$ cat config.mk
export PLATFORM = sky130hd
export DESIGN_NAME = miller_line_encoder
export DESIGN_NICKNAME = d
export VERILOG_FILES = /design/src/rtl/coder_pkg.sv /design/src/rtl/line_code_step.sv /design/src/rtl/miller_line_encoder.sv
export SDC_FILE = /design/constraint.sdc
export NUM_CORES = 1
export LEC_CHECK = 0
export ABC_AREA = 1
export BUFFER_PORTS_ARGS = -buffer_cell sky130_fd_sc_hd__buf_2
export CAP_MARGIN = 20
export CORE_MARGIN = 8
export CORE_UTILIZATION = 60
export CTS_BUF_LIST = sky130_fd_sc_hd__clkbuf_4
export DETAILED_ROUTE_END_ITERATION = 6
export PLACE_DENSITY = 0.93
export SYNTH_ARGS = -nofsm -noshare
export SYNTH_HDL_FRONTEND = slang
export SYNTH_SLANG_ARGS = --single-unit
$ cat constraint.sdc
create_clock -name clk_100m -period 2.9 [get_ports clk_100m]
set_input_delay 0.435 -clock clk_100m [delete_from_list [all_inputs] [get_ports clk_100m]]
set_output_delay 0.435 -clock clk_100m [all_outputs]
set_load 0.1 [all_outputs]
$ cat src/rtl/coder_pkg.sv
// Shared mode and FSM state encodings for the serial line coders.
package coder_pkg;

  localparam logic [1:0] MODE_MILLER = 2'd0;
  localparam logic [1:0] MODE_FM0    = 2'd1;
  localparam logic [1:0] MODE_MANCH  = 2'd2;
  localparam logic [1:0] MODE_NRZ    = 2'd3;

  typedef enum logic [1:0] {
    ST_IDLE = 2'd0,
    ST_PRE  = 2'd1,
    ST_DATA = 2'd2
  } state_t;

endpackage

$ cat src/rtl/line_code_step.sv
// Combinational next-level function: the line level for the phase being entered,
// given the current bit, previous bit and present level.
module line_code_step
  import coder_pkg::*;
(
  input  logic [1:0] mode,
  input  logic       b,
  input  logic       p,
  input  logic       level,
  input  logic       is_start,
  input  logic       is_mid,
  output logic       next_level
);

  // Phases that are neither bit start nor mid-bit always hold the level.
  always_comb begin
    next_level = level;
    case (mode)
      MODE_MILLER: begin
        if (is_start && !b && !p) next_level = ~level;
        else if (is_mid && b)     next_level = ~level;
      end
      MODE_FM0: begin
        if (is_start)          next_level = ~level;
        else if (is_mid && !b) next_level = ~level;
      end
      MODE_MANCH: begin
        if (is_start)    next_level = ~b;
        else if (is_mid) next_level = b;
      end
      MODE_NRZ: begin
        if (is_start) next_level = b;
      end
    endcase
  end

endmodule

$ cat src/rtl/miller_line_encoder.sv
// Word-serial line encoder (Miller / FM0 / Manchester / NRZ), MSB first.
// Optional preamble before words accepted from idle: define MILLER_PREAMBLE_EN.
module miller_line_encoder
  import coder_pkg::*;
#(
  parameter int   DATA_W      = 8,
  parameter int   CLK_PER_BIT = 4,
  parameter logic IDLE_LVL    = 1'b0
`ifdef MILLER_PREAMBLE_EN
  ,
  parameter int                    PREAMBLE_W = 4,
  parameter logic [PREAMBLE_W-1:0] PREAMBLE   = 4'b1010
`endif
) (
  input  logic              clk_100m,
  input  logic              rst_n_i,
  input  logic [DATA_W-1:0] data_i,
  input  logic              valid_i,
  output logic              ready_o,
  input  logic [1:0]        mode_i,
  output logic              code_o,
  output logic              busy_o,
  output logic              bit_strobe_o
);

  localparam int PW = $clog2(CLK_PER_BIT);
  localparam int BW = (DATA_W > 1) ? $clog2(DATA_W) : 1;
  localparam logic [PW-1:0] PH_LAST    = PW'(CLK_PER_BIT - 1);
  localparam logic [PW-1:0] PH_PRE_MID = PW'(CLK_PER_BIT / 2 - 1);
  localparam logic [BW-1:0] BIT_LAST   = BW'(DATA_W - 1);

  state_t            state, state_nx;
  logic [PW-1:0]     phase_cnt, phase_nx;
  logic [BW-1:0]     bit_cnt, bit_nx;
  logic [DATA_W-1:0] shreg, shreg_nx;
  logic [1:0]        mode_r, mode_nx;
  logic              p, p_nx, code, code_nx;
  logic              ready, accept, bit_end, cur_b;
  logic [1:0]        st_mode;
  logic              st_b, st_p, st_start, st_mid;

`ifdef MILLER_PREAMBLE_EN
  localparam int PCW = (PREAMBLE_W > 1) ? $clog2(PREAMBLE_W) : 1;
  localparam logic [PCW-1:0] PRE_LAST = PCW'(PREAMBLE_W - 1);
  logic [PREAMBLE_W-1:0] pre_shreg, pre_nx;
  logic [PCW-1:0]        pre_cnt, pre_cnt_nx;
`endif

  always_ff @(posedge clk_100m or negedge rst_n_i) begin
    if (!rst_n_i) state <= ST_IDLE;
    else          state <= state_nx;
  end

  // Step inputs describe the phase being entered on the next edge.
  always_comb begin
    ready    = (state == ST_IDLE) ||
               (state == ST_DATA && bit_cnt == BIT_LAST && phase_cnt == PH_LAST);
    accept   = valid_i && ready;
    bit_end  = (phase_cnt == PH_LAST);
    cur_b    = shreg[DATA_W-1];
    state_nx = state;
    phase_nx = phase_cnt;
    bit_nx   = bit_cnt;
    shreg_nx = shreg;
    mode_nx  = mode_r;
    p_nx     = p;
    st_mode  = mode_r;
    st_b     = cur_b;
    st_p     = p;
    st_start = 1'b0;
    st_mid   = 1'b0;
`ifdef MILLER_PREAMBLE_EN
    pre_nx     = pre_shreg;
    pre_cnt_nx = pre_cnt;
    if (state == ST_PRE) cur_b = pre_shreg[PREAMBLE_W-1];
    st_b = cur_b;
`endif
    if (accept) begin
      state_nx = ST_DATA;
      phase_nx = '0;
      bit_nx   = '0;
      shreg_nx = data_i;
      mode_nx  = mode_i;
      st_mode  = mode_i;
      st_b     = data_i[DATA_W-1];
      st_p     = (state == ST_IDLE || mode_i != mode_r) ? 1'b1 : cur_b;
      p_nx     = st_p;
      st_start = 1'b1;
`ifdef MILLER_PREAMBLE_EN
      if (state == ST_IDLE) begin
        state_nx   = ST_PRE;
        pre_nx     = PREAMBLE;
        pre_cnt_nx = '0;
        st_b       = PREAMBLE[PREAMBLE_W-1];
      end
`endif
    end else if (state != ST_IDLE) begin
      if (!bit_end) begin
        phase_nx = phase_cnt + PW'(1);
        st_mid   = (phase_cnt == PH_PRE_MID);
      end else begin
        phase_nx = '0;
        p_nx     = cur_b;
        st_p     = cur_b;
`ifdef MILLER_PREAMBLE_EN
        if (state == ST_PRE) begin
          st_start = 1'b1;
          if (pre_cnt == PRE_LAST) begin
            state_nx = ST_DATA;
            st_b     = shreg[DATA_W-1];
          end else begin
            pre_cnt_nx = pre_cnt + PCW'(1);
            pre_nx     = pre_shreg << 1;
            st_b       = pre_nx[PREAMBLE_W-1];
          end
        end else
`endif
        if (bit_cnt == BIT_LAST) begin
          state_nx = ST_IDLE;
        end else begin
          bit_nx   = bit_cnt + BW'(1);
          shreg_nx = shreg << 1;
          st_b     = shreg_nx[DATA_W-1];
          st_start = 1'b1;
        end
      end
    end
  end

  line_code_step u_step (
    .mode      (st_mode),
    .b         (st_b),
    .p         (st_p),
    .level     (code),
    .is_start  (st_start),
    .is_mid    (st_mid),
    .next_level(code_nx)
  );

  always_ff @(posedge clk_100m or negedge rst_n_i) begin
    if (!rst_n_i) begin
      phase_cnt <= '0;
      bit_cnt   <= '0;
      shreg     <= '0;
      mode_r    <= MODE_MILLER;
      p         <= 1'b1;
      code      <= IDLE_LVL;
`ifdef MILLER_PREAMBLE_EN
      pre_shreg <= '0;
      pre_cnt   <= '0;
`endif
    end else begin
      phase_cnt <= phase_nx;
      bit_cnt   <= bit_nx;
      shreg     <= shreg_nx;
      mode_r    <= mode_nx;
      p         <= p_nx;
      code      <= code_nx;
`ifdef MILLER_PREAMBLE_EN
      pre_shreg <= pre_nx;
      pre_cnt   <= pre_cnt_nx;
`endif
    end
  end

  assign ready_o      = ready;
  assign code_o       = code;
  assign busy_o       = (state != ST_IDLE);
  assign bit_strobe_o = (state != ST_IDLE) && (phase_cnt == '0);

endmodule

==> run_results.csv, run 1 <==
group,metric,value,unit
clocking,clk_transition_reported_paths,0.10,ns
setup_path,timing.critical_path.slowest_stage_cell,"sky130_fd_sc_hd__buf_2",
floorplan,top_level_ports,17,
grt,wire_length_of_the_first_global_routing_pass,3590,microns
synth,synthesis.area,1100,sq um
synth,synth_cell_type_count,24,
grt,largest_net_degree_at_the_start_of_global_routing,19,
sta,max_freq,462,MHz
floorplan,die_h,58.9,microns
min_path,worst_hold_path_class,"in2async",
clocking,cts_root_buf,"sky130_fd_sc_hd__clkbuf_4",
sta,worst_slew_slack_as_a_fraction_of_its_limit,67.6,%
floorplan,coreArea,1730,sq um
floorplan,initial_utilization,63.8,%
setup_path,cp_data_arrival_time,1.73,ns
power_and_ir_drop,p_leak,0.648,nW
job,cap_violations,0,
setup_path,max_stage_delay,0.45,ns
grt,overflow,0,
cells_and_area,share_of_cells_above_drive_strength_1,25.5,%
clocking,cts.hold.buffers_added,0,
floorplan,die_area,3460,sq um
setup_path,critical_path_end_type,"output port",
drt,first_pass_iters,5,
clocking,clk_latency_worst_skew_pair,0.29,ns
place,routabilityCongestion,0.873,
power_and_ir_drop,power.ir.vdd_worst,0.000544,V
cells_and_area,final_nets,168,
synth,postSynthAreaPerCell,8.41,sq um
run_status,status,"completed",
cells_and_area,layout-area-overhead-vs-synth,11.5,%
clocking,post_cts.resized_instances,0,
floorplan,die_w,58.9,microns
synth,postSynthNetCount,149,
sta,fin_tns_setup,0,ns
sta,timing_worst_slew_pin_value,0.489,ns
setup_path,worstSetupPathType,"reg2out",
sta,hold_viol,0,
sta,period_minus_slack,2.16,ns
clocking,cts-root-to-sink-buffers,2,
sta,timing.final.crit_share,74.6,%
power_and_ir_drop,power_density,1090,nW/um^2
drt,avgRoutedWirePerCell,12.4,microns
synth,yosys_warnings,0,
grt,via_count_of_the_first_global_routing_pass,875,
setup_path,cp_data_required_time,2.47,ns
sta,hold_ws,0.0535,ns
sta,fin_skew,0.00114,ns
sta,grt_setup_unrepaired,"false",
drt,drt-initial-drc-count,25,
place,buffers_on_ports,16,
drt,vias_per_cell,5.38,
clocking,numCtsBuffers,3,
clocking,tritoncts,"yes",
setup_path,critPathBufInv,1,
grt,groute.usage.overall,13.2,%
clocking,cts.sinks,18,
cells_and_area,antenna-diode-count,0,
floorplan,core.rowCount,15,
synth,synth_cells,131,
setup_path,cell_chain_critical_path,"ha_1 > nand2_2 > nand2_4 > buf_2",
setup_path,critical_path_peak_fanout,8,
setup_path,start_kind,"flop",
drt,route.antenna.remaining_nets,0,
sta,final-setup-viol-count,0,
synth,sequential_cell_area_fraction_in_the_yosys_report,41.0,%
drt,detail_route.drc_violations,0,
drt,num_vias,936,
clocking,h-tree-depth,1,
setup_path,critical_path.top_delay_family,"buffers and inverters",
clocking,post_cts_buffers,0,
place,dp.final_hpwl,1640,microns
sta,final_max_slew_viol_count,0,
grt,antenna_violations_before_repair,0,
synth,ys_ff_latch,18,
drt,drt-total-wl,2150,microns
## cell type report
cell class | count | area (sq um)
sequential | 18 | 452
tap | 25 | 31.3
timing repair buffer | 16 | 80.1
multi-input combinational | 89 | 548
fill | 146 | 498
inverter | 22 | 87.6
clock buffer | 4 | 30.0
## registers in the layout, summed over array words and instances, names as in the netlist
register and cells:
p 1, state 1, mode_r 2, shreg 8, bit_cnt 3, code_o 1, phase_cnt 2
## metal layers
layer / vias to the layer above / GRT usage, % / share of wire, %
met5: - / 0 / 0
met1: 437 / 15.8 / 45
li1: 464 / - / -
met3: 4 / 2.83 / 5.3
met2: 31 / 22.0 / 48
met4: 0 / 6.14 / 1.6
## report_power, final
part,switching [mW],internal (mW),total (mW)
Combinational,0.523,0.243,0.766
Clock,0.0739,0.0629,0.137
Sequential,0.0766,0.361,0.438
Total,0.674,0.667,1.34
## layout by cell type (no fill, tap or decap)
cell type,n
sky130_fd_sc_hd__a21oi_1,3
sky130_fd_sc_hd__a22o_1,2
sky130_fd_sc_hd__buf_2,16
sky130_fd_sc_hd__clkbuf_4,4
sky130_fd_sc_hd__dfrtp_1,17
sky130_fd_sc_hd__dfstp_2,1
sky130_fd_sc_hd__ha_1,5
sky130_fd_sc_hd__inv_1,20
sky130_fd_sc_hd__inv_4,2
sky130_fd_sc_hd__nand2_1,33
sky130_fd_sc_hd__nand2_2,5
sky130_fd_sc_hd__nand2_4,6
sky130_fd_sc_hd__nand2_8,1
sky130_fd_sc_hd__nand3_1,11
sky130_fd_sc_hd__nand3_2,2
sky130_fd_sc_hd__nand4_1,1
sky130_fd_sc_hd__nor2_1,4
sky130_fd_sc_hd__nor2_2,1
sky130_fd_sc_hd__o211ai_1,2
sky130_fd_sc_hd__o21a_1,1
sky130_fd_sc_hd__o21ai_0,4
sky130_fd_sc_hd__o221ai_1,5
sky130_fd_sc_hd__o22ai_1,1
sky130_fd_sc_hd__o32ai_1,1
sky130_fd_sc_hd__or2_0,1
## metrics by stage
stage / setup WS [ns] / total power, mW / utilization [%] / area [sq um] / instances
after floorplan: 0.571 / 1.06 / - / 1100 / 131
after global placement: 1.10 / 1.17 / 69.4 / 1200 / 170
after detailed placement: 1.07 / 1.21 / 69.4 / 1200 / 170
after CTS: 0.737 / 1.34 / 71.2 / 1230 / 174
after global routing: 0.649 / 1.45 / 71.2 / 1230 / 174
final: 0.738 / 1.34 / 71.2 / 1230 / 174
## worst paths after layout
kind	start	to	slack (ns)	depth (start not counted)
max in group asynchronous	rst_n_i	p	2.53	1
worst min register to register	bit_cnt[0]	bit_cnt[0]	0.49	1
min in group clk_100m	data_i[5]	shreg[5]	0.35	3
worst max-delay path	phase_cnt[0]	ready_o	0.74	4
worst min-delay path	rst_n_i	shreg[0]	0.05	1
worst max register to register	bit_cnt[0]	code_o	1.02	12
## cells by family (layout without fill, tap and decap cells)
| group | count (synthesis) | count (layout) | synth area share, % |
|---|---|---|---|
| AND/OR/NAND/NOR | 65 | 65 | 31.9 |
| buffers and inverters | 24 | 42 | 9.31 |
| AO/OA/AOI/OAI | 19 | 19 | 12.1 |
| flip-flops | 18 | 18 | 41.0 |
| adder cells (fa/ha/maj) | 5 | 5 | 5.68 |
## cells in the mapped netlist (all sizes together)
library cell,n,area [sq um]
o21ai,4,20.0
buf,2,15.0
nor2,5,21.3
o32ai,1,8.76
dfrtp,17,425
nand2,45,243
dfstp,1,26.3
o221ai,5,43.8
o211ai,2,15.0
o21a,1,7.51
inv,22,87.6
nand3,13,75.1
a22o,2,17.5
or2,1,6.26
a21oi,3,15.0
nand4,1,6.26
ha,5,62.6
o22ai,1,6.26
## worst reg2reg max path, delay by kind of cell, from the launching register on
| kind | cells | cell delay [ns] |
|---|---|---|
| DFF | 1 | 0.41 |
| adders and majority gates | 2 | 0.41 |
| buffers and inverters | 1 | 0.08 |
| AOI/OAI and AO/OA | 1 | 0.15 |
| and+or+nand+nor | 8 | 0.73 |
Power figures use the tool's default switching activity.
==> run 2: changes to the inputs <==
- CORE_UTILIZATION: 60 -> 58
- PLACE_DENSITY: 0.93 -> 0.9
- clock period: 2.9 -> 2 ns (I/O delays scaled with it)
==> run 2 against run 1 <==
  * Sequential share of layout area decreased by 0.49 points
  * Power increased by 47%
  * Largest power group unchanged
  * Clock power increased by 39%
  * Largest cell class unchanged
  * First-iteration DRC count increased by 4.0%
  * Count of clock-buffer cells in the layout decreased by 1
  * Routed wire length increased by 8.7%
==> run_results.csv, run 2 (synthesis results as in run 1) <==
group,metric,value,unit
run_status,status,"completed",
sta,period_minus_slack,1.84,ns
cells_and_area,reg_top3,"shreg x8, bit_cnt x3",
setup_path,critical_path_peak_fanout,8,
drt,detail_route.drc_violations,0,
clocking,clk_latency_worst_skew_pair,0.30,ns
floorplan,core.rowCount,15,
sta,fin_skew,0.00936,ns
cells_and_area,final_nets,170,
clocking,cts-root-to-sink-buffers,2,
drt,vias_per_cell,5.27,
setup_path,rrSetupSlack,0.19,ns
setup_path,regToRegEndpoint,"code_o",
min_path,timing.hold.worst_path_depth,3,
grt,overflow,0,
clocking,h-tree-depth,1,
setup_path,rr_startpoint,"bit_cnt[0]",
sta,fin_tns_setup,0,ns
place,placedInstanceArea,1210,sq um
drt,num_vias,928,
setup_path,timing.critical_path.slowest_stage_cell,"sky130_fd_sc_hd__dfrtp_1",
setup_path,max_stage_delay,0.41,ns
grt,via_count_of_the_first_global_routing_pass,897,
sta,hold_viol,0,
drt,first_pass_iters,4,
setup_path,cp_data_required_time,1.70,ns
cells_and_area,share_of_cells_above_drive_strength_1,26.5,%
cells_and_area,final_cell_mix,"sky130_fd_sc_hd__nand2_1 (33), sky130_fd_sc_hd__inv_1 (20), sky130_fd_sc_hd__dfrtp_1 (16)",
sta,final_max_slew_viol_count,0,
floorplan,top_level_ports,17,
setup_path,critical-path-top-cell-by-count,"sky130_fd_sc_hd__ha_1",
grt,groute.usage.overall,14.5,%
power_and_ir_drop,p_int,0.970,mW
power_and_ir_drop,power_density,1580,nW/um^2
power_and_ir_drop,seqPwrFrac,32.4,%
place,buffers_on_ports,16,
cells_and_area,largest_register_ffs,8,
drt,drt-total-wl,2340,microns
drt,route.antenna.remaining_nets,0,
floorplan,coreArea,1760,sq um
drt,avgRoutedWirePerCell,13.3,microns
place,dp.final_hpwl,1790,microns
grt,antenna_violations_before_repair,0,
cells_and_area,antenna-diode-count,0,
job,cap_violations,0,
grt,wire_length_of_the_first_global_routing_pass,3970,microns
clocking,tritoncts,"yes",
setup_path,cp_data_arrival_time,1.54,ns
setup_path,reg2regPathDepth,12,
setup_path,critical_path_end_type,"output port",
sta,worst_slew_slack_as_a_fraction_of_its_limit,67.6,%
cells_and_area,layout.cells.most_common,"sky130_fd_sc_hd__nand2_1",
power_and_ir_drop,comb_power_share,57.9,%
min_path,min_from,"data_i[2]",
power_and_ir_drop,p_sw_share,50.9,%
setup_path,cell_chain_critical_path,"ha_1 > ha_1 > nand2_2 > nand2_4 > buf_4",
min_path,worst_hold_path_class,"in2reg",
sta,timing.final.crit_share,91.9,%
clocking,cts.sinks,18,
floorplan,die_area,3550,sq um
cells_and_area,layout-area-overhead-vs-synth,13.3,%
floorplan,die_h,59.6,microns
place,routabilityCongestion,0.804,
clocking,clk_transition_reported_paths,0.10,ns
clocking,numCtsBuffers,3,
power_and_ir_drop,switching_power,1.00,mW
drt,drt-initial-drc-count,26,
setup_path,start_kind,"flop",
power_and_ir_drop,clock_power_share,9.7,%
setup_path,worstSetupPathType,"reg2out",
sta,final-setup-viol-count,0,
sta,timing_worst_slew_pin_value,0.489,ns
cells_and_area,layout.cell_area.non_filler,1250,sq um
sta,grt_setup_unrepaired,"false",
floorplan,die_w,59.6,microns
cells_and_area,largest_register,"shreg",
min_path,timing.hold.worst_endpoint,"shreg[2]",
sta,max_freq,544,MHz
grt,largest_net_degree_at_the_start_of_global_routing,19,
clocking,cts_root_buf,"sky130_fd_sc_hd__clkbuf_4",
power_and_ir_drop,p_leak,0.652,nW
floorplan,initial_utilization,62.5,%
power_and_ir_drop,power.ir.vdd_worst,0.00112,V
run 2: how the worst max path moves through the flow:
stage,startpoint,to,slack [ns],cells past startpoint
5_1_grt,phase_cnt[0],code_o,0.04,12
3_5_place_dp,phase_cnt[0],code_o,0.17,12
6_report,bit_cnt[0],ready_o,0.16,5
4_1_cts,phase_cnt[0],ready_o,0.09,4
3_3_place_gp,bit_cnt[0],code_o,0.27,12
2_1_floorplan,bit_cnt[0],code_o,0.09,13
run 2: final cells by class:
type / instances / area [sq um]
multi-input combinational: 89 / 551
clock buffer: 3 / 22.5
fill: 158 / 515
timing repair buffer: 18 / 100
sequential: 18 / 453
clock inverter: 1 / 3.75
inverter: 22 / 87.6
tap: 25 / 31.3
run 2: critical path: cells and delay by family, from the launching register on:
family                   cells  cell delay (ns)
AND/OR/NAND/NOR              2             0.17
buffers and inverters        1             0.26
adder cells (fa/ha/maj)      2             0.40
flip-flops                   1             0.41
run 2: per-stage QoR:
stage / hold slack (ns) / util, % / power (mW) / worst slack, ns / std cells
floorplan: 0.00441 / - / 1.54 / 0.0939 / 131
global placement: 0.245 / 68.4 / 1.72 / 0.269 / 171
detailed placement: 0.251 / 68.4 / 1.78 / 0.169 / 171
CTS: 0.210 / 70.6 / 1.97 / 0.0936 / 176
global route: 0.220 / 70.8 / 2.13 / 0.0406 / 176
finish: 0.210 / 70.8 / 1.97 / 0.162 / 176
run 2: metal layers:
layer	vias up	wire [microns]	track usage (%)
li1	467	-	-
met1	430	1110	17.6
met2	26	1120	24.7
met3	5	71	2.17
met4	0	36	6.12
met5	-	0	0
run 2: timing repair:
| item | CTS | global route |
|---|---|---|
| gates resized for setup | 1 | 1 |
| hold buffers | 1 | 0 |
| setup endpoints to repair | 1 | 2 |
| setup buffers | 0 | 0 |
| endpoints found under the hold margin | 17 | 0 |
run 2: power groups by stage:
stage / registers, mW / logic [mW] / clock network [mW]
after global placement: 0.632 / 1.09 / 0
after detailed placement: 0.646 / 1.13 / 0
after floorplan: 0.710 / 0.829 / 0
after global routing: 0.657 / 1.27 / 0.204
after CTS: 0.637 / 1.14 / 0.192
final: 0.640 / 1.14 / 0.191
